**config.mk**
```make
export PLATFORM = sky130hd
export DESIGN_NAME = sarray_storec_drain
export DESIGN_NICKNAME = d
export VERILOG_FILES = /design/src/rtl/sarray_storec_drain_pkg.sv /design/src/rtl/sarray_storec_drain_sync_fifo.sv /design/src/rtl/sarray_storec_drain.sv
export SDC_FILE = /design/constraint.sdc
export NUM_CORES = 1
export LEC_CHECK = 0
export CAP_MARGIN = 5
export CORE_UTILIZATION = 40
export DETAILED_ROUTE_END_ITERATION = 7
export GPL_TIMING_DRIVEN = 0
export PLACE_DENSITY_LB_ADDON = 0.08
export SETUP_SLACK_MARGIN = 0.1
export SLEW_MARGIN = 25
export SYNTH_ARGS = -nofsm -noshare
export SYNTH_HDL_FRONTEND = slang
export SYNTH_HIERARCHICAL = 1
export SYNTH_SLANG_ARGS = --single-unit
```
**constraint.sdc**
```tcl
create_clock -name clk -period 6.7 [get_ports clk]
set_input_delay 1.005 -clock clk [delete_from_list [all_inputs] [get_ports clk]]
set_output_delay 1.005 -clock clk [all_outputs]
set_load 0.01 [all_outputs]
```
**src/rtl/sarray_storec_drain_pkg.sv**
```systemverilog
// Shared widths and FSM state encoding for the STOREC drain path.
package sarray_storec_drain_pkg;

  localparam int ADDR_WIDTH         = 64;
  localparam int SARRAY_STORE_WIDTH = 256;
  localparam int TMMA_CNT_WIDTH     = 6;

  // state  | meaning
  // IDLE   | waiting for a STOREC request; storec_ready_o high
  // DRAIN  | pulling rows from sarray, staging them, writing them out
  // DONE   | single-cycle completion pulse, then back to IDLE
  typedef enum logic [1:0] {
    IDLE  = 2'd0,
    DRAIN = 2'd1,
    DONE  = 2'd2
  } state_e;

endpackage

```
**src/rtl/sarray_storec_drain_sync_fifo.sv**
```systemverilog
// Small synchronous staging FIFO with occupancy count and full/empty flags.
// DEPTH must be a power of two so the pointers wrap for free.
module sync_fifo #(
  parameter int WIDTH = 8,
  parameter int DEPTH = 4
) (
  input  logic                     clk,
  input  logic                     rst_n,
  input  logic                     push,
  input  logic [WIDTH-1:0]         push_data,
  input  logic                     pop,
  output logic [WIDTH-1:0]         head_data,
  output logic [$clog2(DEPTH):0]   count,
  output logic                     full,
  output logic                     empty
);

  localparam int PW = $clog2(DEPTH);
  localparam int CW = PW + 1;

  logic [WIDTH-1:0] mem [DEPTH];
  logic [PW-1:0]    wr_ptr;
  logic [PW-1:0]    rd_ptr;
  logic             do_push;
  logic             do_pop;

  assign full      = (count == CW'(DEPTH));
  assign empty     = (count == '0);
  // A push into a full FIFO is only taken when the head leaves in the same cycle.
  assign do_push   = push && (!full || pop);
  assign do_pop    = pop && !empty;
  assign head_data = mem[rd_ptr];

  // Storage write; contents need no reset because consumers gate on empty.
  always_ff @(posedge clk) begin
    if (do_push) begin
      mem[wr_ptr] <= push_data;
    end
  end

  // Pointer and occupancy tracking.
  always_ff @(posedge clk or negedge rst_n) begin
    if (!rst_n) begin
      wr_ptr <= '0;
      rd_ptr <= '0;
      count  <= '0;
    end else begin
      if (do_push) begin
        wr_ptr <= wr_ptr + PW'(1);
      end
      if (do_pop) begin
        rd_ptr <= rd_ptr + PW'(1);
      end
      case ({do_push, do_pop})
        2'b10:   count <= count + CW'(1);
        2'b01:   count <= count - CW'(1);
        default: count <= count;
      endcase
    end
  end

endmodule

```
**src/rtl/sarray_storec_drain.sv**
```systemverilog
// Drains the accumulated C tile from the systolic array bottom edge into the
// write channel. Rows are pulled one per pulse under a credit scheme so the
// staging FIFO can never overflow, whatever the sarray latency.
module sarray_storec_drain #(
  parameter int ADDR_WIDTH  = sarray_storec_drain_pkg::ADDR_WIDTH,
  parameter int STORE_WIDTH = sarray_storec_drain_pkg::SARRAY_STORE_WIDTH,
  parameter int CNT_WIDTH   = sarray_storec_drain_pkg::TMMA_CNT_WIDTH,
  parameter int FIFO_DEPTH  = 4,
  parameter int ROW_SHIFT   = 8
) (
  input  logic                   clk,
  input  logic                   rst_n,
  input  logic                   storec_valid_i,
  output logic                   storec_ready_o,
  input  logic [ADDR_WIDTH-1:0]  storec_addr_i,
  output logic                   post_storec_valid_o,
  input  logic                   bot_valid_i,
  input  logic [CNT_WIDTH-1:0]   bot_cnt_i,
  input  logic [STORE_WIDTH-1:0] bot_data_i,
  output logic                   aw_valid_o,
  input  logic                   aw_ready_i,
  output logic [ADDR_WIDTH-1:0]  aw_addr_o,
  output logic [STORE_WIDTH-1:0] aw_data_o,
  output logic                   storec_done_o,
  output logic                   err_o
);

  import sarray_storec_drain_pkg::*;

  localparam int ROWS  = 1 << CNT_WIDTH;
  localparam int CTR_W = CNT_WIDTH + 1;
  localparam int FCW   = $clog2(FIFO_DEPTH) + 1;
  localparam int FW    = CNT_WIDTH + STORE_WIDTH;

  state_e                 state_q;
  state_e                 state_d;
  logic                   armed_q;
  logic [ADDR_WIDTH-1:0]  base_r;
  logic [CTR_W-1:0]       req_cnt;
  logic [CTR_W-1:0]       wr_cnt;
  logic [FCW-1:0]         outstanding;
  logic                   err_q;

  logic [FCW-1:0]         fifo_count;
  logic                   fifo_full;
  logic                   fifo_empty;
  logic [FW-1:0]          fifo_head;

  logic                   start;
  logic                   row_accept;
  logic                   row_unsol;
  logic                   overflow;
  logic                   aw_hs;
  logic                   last_hs;
  logic [FCW:0]           inflight;
  logic [CNT_WIDTH-1:0]   head_cnt;
  logic [STORE_WIDTH-1:0] head_data;
  logic [ADDR_WIDTH-1:0]  row_offset;

  assign start      = storec_valid_i && storec_ready_o;
  assign aw_hs      = aw_valid_o && aw_ready_i;
  assign last_hs    = aw_hs && (wr_cnt == CTR_W'(ROWS - 1));
  // Rows already staged plus rows requested but not yet seen; one extra bit so the sum cannot wrap.
  assign inflight   = {1'b0, fifo_count} + {1'b0, outstanding};
  assign row_accept = bot_valid_i && (outstanding != '0);
  assign row_unsol  = bot_valid_i && (outstanding == '0);
  assign overflow   = row_accept && fifo_full && !aw_hs;

  // State register.
  always_ff @(posedge clk or negedge rst_n) begin
    if (!rst_n) begin
      state_q <= IDLE;
    end else begin
      state_q <= state_d;
    end
  end

  // Next-state decode.
  always_comb begin
    state_d = state_q;
    case (state_q)
      IDLE:    if (start)   state_d = DRAIN;
      DRAIN:   if (last_hs) state_d = DONE;
      DONE:    state_d = IDLE;
      default: state_d = IDLE;
    endcase
  end

  // FSM outputs: request acceptance, row pull pulse, completion pulse.
  always_comb begin
    storec_ready_o      = 1'b0;
    post_storec_valid_o = 1'b0;
    storec_done_o       = 1'b0;
    case (state_q)
      IDLE:  storec_ready_o = armed_q;
      DRAIN: post_storec_valid_o = (req_cnt < CTR_W'(ROWS)) &&
                                   (inflight < (FCW + 1)'(FIFO_DEPTH));
      DONE:  storec_done_o = 1'b1;
      default: ;
    endcase
  end

  // Holds ready low while reset is applied so every output reads 0 in reset.
  always_ff @(posedge clk or negedge rst_n) begin
    if (!rst_n) begin
      armed_q <= 1'b0;
    end else begin
      armed_q <= 1'b1;
    end
  end

  // Tile base, row request/write counters and credit counter.
  always_ff @(posedge clk or negedge rst_n) begin
    if (!rst_n) begin
      base_r      <= '0;
      req_cnt     <= '0;
      wr_cnt      <= '0;
      outstanding <= '0;
    end else begin
      if (start) begin
        base_r  <= storec_addr_i;
        req_cnt <= '0;
        wr_cnt  <= '0;
      end else begin
        if (post_storec_valid_o) begin
          req_cnt <= req_cnt + CTR_W'(1);
        end
        if (aw_hs) begin
          wr_cnt <= wr_cnt + CTR_W'(1);
        end
      end
      case ({post_storec_valid_o, row_accept})
        2'b10:   outstanding <= outstanding + FCW'(1);
        2'b01:   outstanding <= outstanding - FCW'(1);
        default: outstanding <= outstanding;
      endcase
    end
  end

  // Sticky error: a row nobody asked for, or a push that found no room.
  always_ff @(posedge clk or negedge rst_n) begin
    if (!rst_n) begin
      err_q <= 1'b0;
    end else if (row_unsol || overflow) begin
      err_q <= 1'b1;
    end
  end

  sync_fifo #(
    .WIDTH (FW),
    .DEPTH (FIFO_DEPTH)
  ) u_fifo (
    .clk       (clk),
    .rst_n     (rst_n),
    .push      (row_accept),
    .push_data ({bot_cnt_i, bot_data_i}),
    .pop       (aw_hs),
    .head_data (fifo_head),
    .count     (fifo_count),
    .full      (fifo_full),
    .empty     (fifo_empty)
  );

  assign head_cnt   = fifo_head[FW-1 -: CNT_WIDTH];
  assign head_data  = fifo_head[STORE_WIDTH-1:0];
  // Address arithmetic wraps at ADDR_WIDTH; no overflow is reported.
  assign row_offset = ADDR_WIDTH'(head_cnt) << ROW_SHIFT;

  // Payload is forced to 0 when nothing is staged so stale entries never leak out.
  assign aw_valid_o = !fifo_empty;
  assign aw_addr_o  = fifo_empty ? '0 : (base_r + row_offset);
  assign aw_data_o  = fifo_empty ? '0 : head_data;
  assign err_o      = err_q;

endmodule

```
==> results of run 1 <==
[worst paths after layout]
path                                endpoint  slack, ns  cells past startpoint
hold reg to reg                        err_o       0.48                      1
setup reg to reg           u_fifo/mem[1][23]       3.26                      9
min in group clk                       err_o       0.48                      1
hold / removal                    base_r[30]       0.17                      1
max in group asynchronous   u_fifo/rd_ptr[0]       5.86                      2
setup / recovery               aw_addr_o[62]       0.47                     13
[sequential cells by signal, indices dropped and copies added, names as in the netlist]
name / flops
u_fifo/rd_ptr: 2
u_fifo/wr_ptr: 2
outstanding: 3
armed_q: 1
state_q: 2
u_fifo/count: 3
req_cnt: 7
err_o: 1
u_fifo/mem: 1048
wr_cnt: 7
base_r: 64
[critical path, delay by kind of cell, from the launching register on]
family                   cells  cell delay [ns]
AND/OR/NAND/NOR              2             0.81
buffers and inverters        5             1.78
AO/OA/AOI/OAI                3             0.73
adder cells (fa/ha/maj)      2             0.57
multiplexers                 1             0.29
flip-flops                   1             0.35
[cell usage after synthesis, drive strengths merged, types with 16 or more instances]
library cell	n
edfxtp	1048
nor2b	272
mux4	262
dfrtp	92
buf	63
mux2	56
clkbuf	52
nor2	44
nand2	37
a21oi	35
o21ai	31
inv	23
or3	21
xnor2	21
nand4	20
xor2	18
nand3	17
ha	16
[area by class of cell]
cell class | count | area [um2]
inverters | 23 | 86.33
plain buffers | 116 | 720.7
diodes | 13 | 32.53
clock inverters | 74 | 733.2
repair buffers | 685 | 7301
multi-input cells | 947 | 10590
fillers | 8895 | 53070
well taps | 1488 | 1862
clock buffers | 142 | 3117
flip-flops and latches | 1140 | 33770
[kinds of logic after synthesis]
logic type,count (synthesis),share of synthesized area (%)
buffers and inverters,139,1.776
AO/OA/AOI/OAI,104,1.441
adder cells (fa/ha/maj),19,0.5764
multiplexers,322,14.56
XOR/XNOR,39,0.7565
AND/OR/NAND/NOR,462,6.083
other,1,0.008305
flip-flops,1140,74.80
[metrics by stage]
step | instance area [um2] | power (mW) | TNS [ns]
final | 58210 | 27.05 | 0
after global routing | 58200 | 28.39 | 0
after CTS | 58180 | 27.53 | 0
after detailed placement | 54320 | 20.97 | 0
after global placement | 53570 | 20.99 | -2375.55
after floorplan | 45150 | 15.63 | 0
[routing by layer]
metal	part of all wire, %	global-route usage, %
met5	0.21	0
met3	7.8	6.167
met2	51	33.30
met1	39	23.84
met4	2.6	5.834
[report_power, final]
group | switching, mW | leakage (nW) | internal [mW] | total (mW)
registers | 0.435 | 10.7 | 9.41 | 9.85
logic | 5.21 | 6.74 | 5.52 | 10.7
clock network | 2.67 | 1.88 | 3.80 | 6.47
total | 8.32 | 19.4 | 18.7 | 27.1
==> qor.yml, run 1 <==
cts_tree: "built"
finalWeightedCongestion: 0.8345
design.core.area_um2: 111300
ir_drop_v: 0.0002501
slew_headroom_pct: 37.28
htreeDepth: 3
cts-resized-gates: 3
final_common_cell: "edfxtp_1"
min_period_ns: 6.225
cp_slowest_cell: "clkdlybuf4s50_1"
cts_sinks: 1140
slew_violations: 0
area_delta_synth_final_pct: 28.92
fp-row-count: 122
antenna_found_initial: 31
place_ws_ns: 0.5833
die_w_um: 338.0
setup_ws_ns: 0.4748
grt_usage_pct: 19.58
yosysSeqAreaShare_pct: 74.80
cp-start-kind: "flop"
drc: 0
synth_edf_count: 1048
crit_start: "u_fifo/rd_ptr[1]"
die_y_um: 338.0
clk_latency_ns: 0.71
fin_cells: 4628
max_stage_delay_ns: 0.61
clock-root-buffer: "clkbuf_16"
grt_overflow: 0
synth_top_area_share_pct: 69.70
ant_nets: 0
numCtsBuffers: 119
drtIter0Drc: 1316
fin_util_pct: 52.31
crit_path_cell_trace: "buf_2, clkbuf_2, mux4_2, ha_1, inv_1, fa_1, nor2b_1, o211a_1, o211ai_1, clkbuf_1, or4_1, a21oi_1, clkdlybuf4s50_1"
dpl.cell_count: 4399
endpoint_kind: "primary output"
syn-cell-area_um2: 45150
netlist_top_cells_area: "edfxtp_1, mux4_2, dfrtp_1"
vias_per_cell: 5.163
setup_violations: 0
vias: 23890
layout_common_cells: "edfxtp_1, clkdlybuf4s50_1, nor2b_1, mux4_2, clkbuf_16"
path_clk_slew_ns: 0.06
power_density_nw_per_um2: 464.7
yosysTopAreaCell: "edfxtp_1"
dp_hpwl_um: 77700
rsz0062_at_grt: "no"
status: "finished, final reports clean"
required_ns: 5.69
ys_async_sr_fraction_pct: 8.070
timing.final.crit_share_pct: 92.91
finClkSkew_ns: 0.02837
worst_pin_slew_ns: 0.9408
hold_buffers: 0
wire_per_inst_um: 24.34
drive_gt1_share_pct: 18.71
timing.final.hold_violations: 0
r2r_start: "u_fifo/count[0]"
maxCapViolCount: 0
max_freq_mhz: 160.6
layout.nets: 3382
syn_inst: 2226
p_leak_nw: 19.36
synth_seq_cells: 1140
ys.flop_type: "edfxtp_1"
path_max_fanout: 10
synthDistinctLibCells: 61
postCtsSetupRepairBufs: 0
yosysWarnings: 6
dieArea_um2: 114200
firstDrtPassIters: 5
postSynthAreaPerCell_um2: 20.28
worst-setup-path-type: "reg -> out"
numPortBuffers: 655
grt_max_degree: 72
worstPathArrival_ns: 5.22
start_util_pct: 40.58
worstHoldPathType: "in -> async"
wl_um: 112700
grt_pass1_vias: 24960
holdWs_ns: 0.1665
synth_nets: 2576
pin_count: 656
grt_pass1_wl_um: 162800
clockBufferDepth: 3
Note: power is estimated with default switching activity, not from simulation.
==> run 2: changes to the inputs <==
--- a/config.mk
+++ b/config.mk
@@ -9,7 +9,7 @@
 export CORE_UTILIZATION = 40
 export DETAILED_ROUTE_END_ITERATION = 7
 export GPL_TIMING_DRIVEN = 0
-export PLACE_DENSITY_LB_ADDON = 0.08
+export PLACE_DENSITY_LB_ADDON = 0.3
 export SETUP_SLACK_MARGIN = 0.1
 export SLEW_MARGIN = 25
 export SYNTH_ARGS = -nofsm -noshare
==> run 2 against run 1 <==
Compared with the run above: clock skew up 0.00094 ns; worst hold slack better by 0.039 ns; power up 0.26%; flip-flop and latch count unchanged; die area unchanged; via count down 0.37%; critical endpoint unchanged; final cell count about the same; register-to-register slack worse by 0.02 ns; highest routed layer unchanged; utilization up 0.087 points; clock power up 2%.
==> qor.yml, run 2 (same netlist as run 1, synthesis figures left out) <==
status: "finished, final reports clean"  # unchanged
required_ns: 5.69  # about the same
worstHoldPathType: "in -> async"  # unchanged
p_leak_nw: 19.40  # was 19.36 nW
slew_headroom_pct: 34.31  # was 37.28%
path_max_fanout: 10  # unchanged
grt_pass1_wl_um: 160700  # was 162,800 um
cp-start-kind: "flop"  # unchanged
dp_hpwl_um: 75540  # was 77,700 um
layout_common_cells: "edfxtp_1, clkdlybuf4s50_1, nor2b_1, mux4_2, clkbuf_16"  # unchanged
setup_violations: 0  # unchanged
min_period_ns: 6.257  # was 6.225 ns
vias: 23810  # was 23,890
worst_pin_slew_ns: 0.9854  # was 0.9408 ns
finalWeightedCongestion: 0.8724  # was 0.8345
htreeDepth: 3  # unchanged
timing.final.hold_violations: 0  # unchanged
drtIter0Drc: 1319  # was 1,316
wire_per_inst_um: 23.74  # was 24.34 um
grt_usage_pct: 19.02  # was 19.58%
maxCapViolCount: 0  # unchanged
numPortBuffers: 655  # unchanged
rr_worst_depth: 10  # was 9
grt_max_degree: 54  # was 72
endpoint_kind: "primary output"  # unchanged
worstPathArrival_ns: 5.25  # was 5.22 ns
vias_per_cell: 5.147  # was 5.163
crit_start: "u_fifo/rd_ptr[1]"  # unchanged
cts_sinks: 1140  # unchanged
die_w_um: 338.0  # unchanged
clockBufferDepth: 3  # unchanged
fp-row-count: 122  # unchanged
largest_reg_flops: 1048  # unchanged
r2r_start: "u_fifo/count[0]"  # unchanged
ant_nets: 0  # unchanged
worst-setup-path-type: "reg -> out"  # unchanged
max_freq_mhz: 159.8  # was 160.6 MHz
layout.nets: 3380  # was 3,382
holdWs_ns: 0.2051  # was 0.1665 ns
drc: 0  # unchanged
largest_registers: "u_fifo/mem: 1048 flops, base_r: 64 flops"  # unchanged
design.core.area_um2: 111300  # unchanged
rsz0062_at_grt: "no"  # unchanged
ir_drop_v: 0.0002732  # was 0.0002501 V
firstDrtPassIters: 5  # unchanged
grt_pass1_vias: 25340  # was 24,960
pin_count: 656  # unchanged
path_clk_slew_ns: 0.06  # about the same
area_delta_synth_final_pct: 29.13  # was 28.92%
timing.final.crit_share_pct: 93.39  # was 92.91%
wl_um: 109800  # was 112,700 um
tns_ns: 0  # unchanged
final_common_cell: "edfxtp_1"  # unchanged
clk_latency_ns: 0.71  # about the same
die_y_um: 338.0  # unchanged
grt_overflow: 0  # unchanged
antenna_found_initial: 19  # was 31
finClkSkew_ns: 0.02931  # was 0.02837 ns
cts_tree: "built"  # unchanged
slew_violations: 0  # unchanged
start_util_pct: 40.58  # unchanged
clock-root-buffer: "clkbuf_16"  # unchanged
drive_gt1_share_pct: 18.91  # was 18.71%
numCtsBuffers: 118  # was 119
power_density_nw_per_um2: 465.1  # was 464.7 nW/um2
postCtsSetupRepairBufs: 0  # unchanged
dieArea_um2: 114200  # unchanged
regMostFlops: "u_fifo/mem"  # unchanged
[run 2: cell count changes in the layout (fill, tap and decap cells not counted), moves of 2 or more]
cell,change
buf_12,-5
clkbuf_16,-2
clkbuf_1,-6
clkinv_1,+2
clkinv_2,+2
bufinv_16,+2
clkinvlp_4,+6
diode_2,-7
buf_16,+4
clkinv_16,+2
[run 2: worst paths after layout]
path	endpoint	slack [ns]
hold reg to reg	err_o	0.48
setup reg to reg	u_fifo/mem[2][40]	3.24
min in group clk	err_o	0.48
max in group asynchronous	base_r[20]	5.88
setup / recovery	aw_addr_o[62]	0.44
hold / removal	base_r[5]	0.21
[run 2: through the flow]
stage	std cells	cell area [um2]	setup slack (ns)	utilization (%)	power [mW]
detailed placement	4398	54330	0.7010	48.82	20.84
global route	4625	58310	0.1158	52.40	28.39
floorplan	2226	45150	1.402	-	15.63
CTS	4619	58290	0.1737	52.38	27.53
global placement	4369	53570	-1.943	48.14	20.76
finish	4625	58310	0.4431	52.40	27.12
[run 2: cell type report]
type	instances	area, um2
buffer	116	719.4
clock buffer	132	3027
multi-input combinational	947	10580
clock inverter	89	930.9
timing repair buffer	684	7311
fill	8726	52970
tap	1488	1862
sequential	1140	33770
antenna	6	15.01
inverter	23	86.33
[run 2: what timing repair did]
item                                    4_1_cts  5_1_grt
hold buffers                                  0        0
endpoints found under the setup margin       10       10
gates resized for setup                       2        2
hold endpoints to repair                      0        0
[run 2: where the power goes]
group          internal [mW]  switching [mW]
Clock                   3.84            2.75
Sequential              9.41           0.453
Combinational           5.52            5.13
[run 2: metal layers]
layer	global-route usage, %	vias up	part of all wire, %
li1	-	10550	-
met1	22.40	12380	38
met2	33.41	671	52
met3	5.738	178	7.1
met4	5.594	22	2.5
met5	0	-	0.13
[run 2: worst max-delay path: stages, from the launching register on]
cell and delay (ns):
dfrtp_1 0.37, buf_2 0.40, buf_2 0.45, mux4_2 0.42, ha_1 0.37, o21ai_1 0.16
nor2_1 0.47, o211ai_1 0.27, clkbuf_1 0.30, or4_1 0.57, a21oi_1 0.18, clkdlybuf4s50_1 0.58
==> run 3: changes to the inputs <==
--- a/config.mk
+++ b/config.mk
@@ -9,6 +9,7 @@
 export CORE_UTILIZATION = 40
 export DETAILED_ROUTE_END_ITERATION = 7
 export GPL_TIMING_DRIVEN = 0
+export HOLD_SLACK_MARGIN = 0.15
 export PLACE_DENSITY_LB_ADDON = 0.3
 export SETUP_SLACK_MARGIN = 0.1
 export SLEW_MARGIN = 25
==> results of run 3 <==
No change in the layout: final DEF, timing and power equal those of run 2.
